<file path="src/rtl/pipe_stage_reg.sv">
// Elastic 2-entry pipeline stage register (main + skid) carrying a PC/instruction pair.
// Define PIPE_STAGE_STATS_EN to add stall_cnt/flush_cnt performance counters.
module pipe_stage_reg #(
    parameter int          INSTR_W   = 32,
    parameter int          PC_W      = 32,
    parameter logic [31:0] NOP_INSTR = 32'hE000_0000
) (
    input  logic               clk,
    input  logic               rst,
    input  logic               flush,
    input  logic               freeze,
    input  logic               in_valid,
    output logic               in_ready,
    input  logic [PC_W-1:0]    in_pc,
    input  logic [INSTR_W-1:0] in_instr,
    output logic               out_valid,
    input  logic               out_ready,
    output logic [PC_W-1:0]    out_pc,
    output logic [INSTR_W-1:0] out_instr
`ifdef PIPE_STAGE_STATS_EN
    ,
    output logic [31:0]        stall_cnt,
    output logic [31:0]        flush_cnt
`endif
);

    localparam logic [INSTR_W-1:0] NOP_W = INSTR_W'(NOP_INSTR);

    logic               main_vld_q, main_vld_d;
    logic [PC_W-1:0]    main_pc_q, main_pc_d;
    logic [INSTR_W-1:0] main_instr_q, main_instr_d;
    logic               skid_vld_q, skid_vld_d;
    logic [PC_W-1:0]    skid_pc_q, skid_pc_d;
    logic [INSTR_W-1:0] skid_instr_q, skid_instr_d;

    logic in_fire, out_fire;

    // Skid term is registered; only freeze/flush reach in_ready combinationally.
    assign in_ready  = ~skid_vld_q & ~freeze & ~flush;
    assign in_fire   = in_valid & in_ready;
    assign out_fire  = main_vld_q & out_ready & ~freeze;

    assign out_valid = main_vld_q;
    assign out_pc    = main_pc_q;
    assign out_instr = main_vld_q ? main_instr_q : NOP_W;

    always_comb begin
        main_vld_d   = main_vld_q;
        main_pc_d    = main_pc_q;
        main_instr_d = main_instr_q;
        skid_vld_d   = skid_vld_q;
        skid_pc_d    = skid_pc_q;
        skid_instr_d = skid_instr_q;
        if (flush) begin
            // Payload registers are left alone so out_pc keeps its last value.
            main_vld_d = 1'b0;
            skid_vld_d = 1'b0;
        end else if (!freeze) begin
            if (!main_vld_q || out_fire) begin
                if (skid_vld_q) begin
                    main_vld_d   = 1'b1;
                    main_pc_d    = skid_pc_q;
                    main_instr_d = skid_instr_q;
                    skid_vld_d   = in_fire;
                    if (in_fire) begin
                        skid_pc_d    = in_pc;
                        skid_instr_d = in_instr;
                    end
                end else if (in_fire) begin
                    main_vld_d   = 1'b1;
                    main_pc_d    = in_pc;
                    main_instr_d = in_instr;
                end else begin
                    main_vld_d = 1'b0;
                end
            end else if (in_fire) begin
                skid_vld_d   = 1'b1;
                skid_pc_d    = in_pc;
                skid_instr_d = in_instr;
            end
        end
    end

    always_ff @(posedge clk or posedge rst) begin
        if (rst) begin
            main_vld_q   <= 1'b0;
            main_pc_q    <= '0;
            main_instr_q <= NOP_W;
            skid_vld_q   <= 1'b0;
            skid_pc_q    <= '0;
            skid_instr_q <= NOP_W;
        end else begin
            main_vld_q   <= main_vld_d;
            main_pc_q    <= main_pc_d;
            main_instr_q <= main_instr_d;
            skid_vld_q   <= skid_vld_d;
            skid_pc_q    <= skid_pc_d;
            skid_instr_q <= skid_instr_d;
        end
    end

`ifdef PIPE_STAGE_STATS_EN
    logic [31:0] stall_cnt_q, stall_cnt_d;
    logic [31:0] flush_cnt_q, flush_cnt_d;

    always_comb begin
        stall_cnt_d = stall_cnt_q;
        flush_cnt_d = flush_cnt_q;
        if ((freeze | (main_vld_q & ~out_ready)) & ~flush)
            stall_cnt_d = stall_cnt_q + 32'd1;
        if (flush)
            flush_cnt_d = flush_cnt_q + 32'd1;
    end

    always_ff @(posedge clk or posedge rst) begin
        if (rst) begin
            stall_cnt_q <= '0;
            flush_cnt_q <= '0;
        end else begin
            stall_cnt_q <= stall_cnt_d;
            flush_cnt_q <= flush_cnt_d;
        end
    end

    assign stall_cnt = stall_cnt_q;
    assign flush_cnt = flush_cnt_q;
`endif

endmodule

</file>
<file path="config.mk">
export PLATFORM = sky130hd
export DESIGN_NAME = pipe_stage_reg
export DESIGN_NICKNAME = d
export VERILOG_FILES = /design/src/rtl/pipe_stage_reg.sv
export SDC_FILE = /design/constraint.sdc
export NUM_CORES = 1
export LEC_CHECK = 0
export CAP_MARGIN = 40
export CORE_ASPECT_RATIO = 0.6
export CORE_MARGIN = 2
export CORE_UTILIZATION = 60
export CTS_BUF_LIST = sky130_fd_sc_hd__clkbuf_4 sky130_fd_sc_hd__clkbuf_8 sky130_fd_sc_hd__clkbuf_16
export CTS_CLUSTER_SIZE = 16
export DETAILED_ROUTE_END_ITERATION = 10
export DONT_BUFFER_PORTS = 1
export PLACE_DENSITY = 0.76
export SYNTH_ARGS = -nofsm -noshare
export SYNTH_HDL_FRONTEND = slang
export SYNTH_SLANG_ARGS = --single-unit
</file>
<file path="constraint.sdc">
create_clock -name clk -period 6.52 [get_ports clk]
set_input_delay 1.304 -clock clk [delete_from_list [all_inputs] [get_ports clk]]
set_output_delay 1.304 -clock clk [all_outputs]
set_load 0.01 [all_outputs]
</file>
==> flow_summary.yaml <==
power:
  p_sw_uw: 531
  powerDensity_mw_per_mm2: 352
  peakVddDrop_mv: 0.223
  p_leak_uw: 0.00287
  power_frac_seq: 0.474
  pwr-share-comb: 0.115
  power.total_uw: 2300
  clkPwrFrac: 0.411
  p_int_uw: 1770
  netSwitchingFraction: 0.231
yosys:
  synth.net_count: 459
  synth_commonest_cells: "mux2_2 (187), dfrtp_1 (124), and2_1 (29)"
  ys.flop_type: "dfrtp_1"
  syn_area_sq_mm: 0.00587
  synth_cells: 389
  synth_edf_count: 0
  synth.avg_cell_area_sq_um: 15.1
  ys_seq_elements: 130
  ys_types: 20
  yosys.area.top_type: "dfrtp_1"
  seq_area_frac_synth: 0.556
  ys_top_cells_by_area: "dfrtp_1 (53%), mux2_2 (36%), and2_1 (3.1%), dfstp_2 (2.7%), buf_6 (1.2%)"
  yosysWarnings: 0
  async_reset_ff_frac: 1.00
  synth_most_common_cell: "mux2_2"
  synth_top_area_share: 0.529
grt:
  grt.overflow.total: 0
  grt_pass1_wl_um: 17700
  grt_max_degree: 67
  antenna_found_initial: 0
  grt_pass1_vias: 3281
  gr-usage-all-layers: 0.220
clock_tree:
  clock-sinks: 130
  cts_setup_buffers: 0
  numCtsBuffers: 17
  htreeDepth: 4
  clkTransAtPathRegs_ns: 0.05
  clockBufferDepth: 2
  cts_tree: "built"
  root_buffer: "clkbuf_16"
  holdBufCountCts: 0
  post_cts_resized: 0
  insertion_delay_ns: 0.40
routing:
  drc_errors: 0
  vias: 3051
  wl_per_cell_um: 20.3
  first_pass_iters: 4
  ant_nets: 0
  drt_wl_total_um: 10800
  drtIter0Drc: 92
  viasPerCell: 5.72
worst_setup_path:
  worstPathMaxFanout: 33
  critPathTopFamily: "simple AND/OR/NAND/NOR gates"
  critPathMaxStageDelay_ns: 0.80
  startpoint_type: "input port"
  crit_chain: "nor3_1, and3_2, buf_4, mux2_2"
  endpoint_kind: "register"
  slowest_stage: "and3_2"
  worstPathRequired_ns: 6.80
  worst-setup-path-type: "in2reg"
  critical_path_buf_inv_count: 1
  crit_arrival_ns: 3.43
floorplanning:
  start_util: 0.629
  die_w_um: 132
  rows: 27
  core_area_sq_mm: 0.00932
  chipHeight_um: 80.6
  io_pins: 136
  die_area_sq_mm: 0.0106
timing:
  slew_headroom: 0.407
  rsz0062_at_grt: "no"
  clock_skew_ns: 0.00554
  period_needed_ns: 3.15
  hold_viol_final: 0
  setup_violations: 0
  worst_slew_pin_slew_ns: 0.889
  clock.fmax_ghz: 0.317
  finalSetupTns_ns: 0
  finalCritPeriodShare: 0.483
  maxSlewViolCount: 0
placement:
  dp_hpwl_um: 6820
  io_buffers: 0
  gp_congestion: 0.719
finish:
  area_growth_pct: 11.5
  fin_nets: 461
  diodes: 0
  drive_gt1_frac: 0.583
job:
  drv_cap: 0
status:
  outcome: "finished clean"
hold_path:
  min_path_type: "reg2reg"
[stage by stage]
step | utilization | hold WS [ns] | area [sq um] | setup slack, ns | std cells
6_report | 0.702 | 0.496 | 6540 | 3.37 | 533
5_1_grt | 0.702 | 0.507 | 6540 | 3.25 | 533
4_1_cts | 0.702 | 0.500 | 6540 | 3.34 | 533
3_5_place_dp | 0.638 | 0.487 | 5940 | 2.91 | 502
3_3_place_gp | 0.635 | 0.483 | 5920 | 3.00 | 501
2_1_floorplan | - | 0.472 | 5870 | 1.76 | 389
[power groups by stage]
stage	sequential (uW)	combinational (uW)	clock, uW
after floorplan	1070	233	0
after global placement	1090	252	0
after detailed placement	1100	270	0
after CTS	1090	271	965
after global routing	1110	291	1000
final	1090	264	947
[placed cells by master, fill, tap and decap left out, types with 2 or more instances in the layout]
cell type / Yosys / final
nand2b_1: 4 / 4
nor2_1: 3 / 3
dfrtp_1: 124 / 123
clkinv_2: 0 / 3
mux2_1: 5 / 5
dfstp_2: 6 / 6
buf_4: 6 / 5
mux2_2: 187 / 187
clkbuf_16: 0 / 17
clkbuf_4: 0 / 4
clkbuf_8: 0 / 5
and2_1: 29 / 29
bufinv_16: 0 / 2
[worst paths after layout]
kind	startpoint	endpoint	slack, ns	depth (start not counted)
hold / removal	main_instr_q[2]	main_instr_q[2]	0.50	1
max in group asynchronous	rst	skid_pc_q[27]	4.52	3
hold reg to reg	main_instr_q[2]	main_instr_q[2]	0.50	1
setup reg to reg	skid_vld_q	out_pc[31]	3.75	5
setup / recovery	freeze	skid_instr_q[5]	3.37	4
min in group asynchronous	rst	main_instr_q[25]	0.90	1
[state kept, by name (all words and copies together), names as in the netlist]
name	count
main_instr_q	32
out_pc	32
skid_instr_q	32
skid_pc_q	32
out_valid	1
skid_vld_q	1
[layer usage]
metal,GRT usage,vias up,part of all wire
li1,-,1402,-
met1,0.284,1544,0.45
met2,0.323,89,0.45
met3,0.0960,16,0.083
met4,0.100,0,0.016
met5,0,-,0
[cell families (layout without fill, tap and decap cells)]
group                  Yosys count  count (layout)  synth area share
AND/OR/NAND/NOR                 41              41            0.0461
AO/OA/AOI/OAI                    2               2           0.00256
flip-flops                     130             130             0.556
buffers and inverters           24              38            0.0271
multiplexers                   192             192             0.369
[worst reg2reg max path, delay by kind of cell, from the launching register on]
kind	cells	cell delay, ns
buffers and inverters	2	1.43
DFF	1	0.35
and+or+nand+nor	2	0.42
muxes	1	0.45
[final cells by class]
type	count	area, sq um
inverter	1	6.26
timing repair buffer	6	65.1
sequential	130	3260
clock inverter	5	75.1
fill	614	2780
clock buffer	26	524
tap	130	163
multi-input combinational	235	2450
Power figures use the tool's default switching activity.
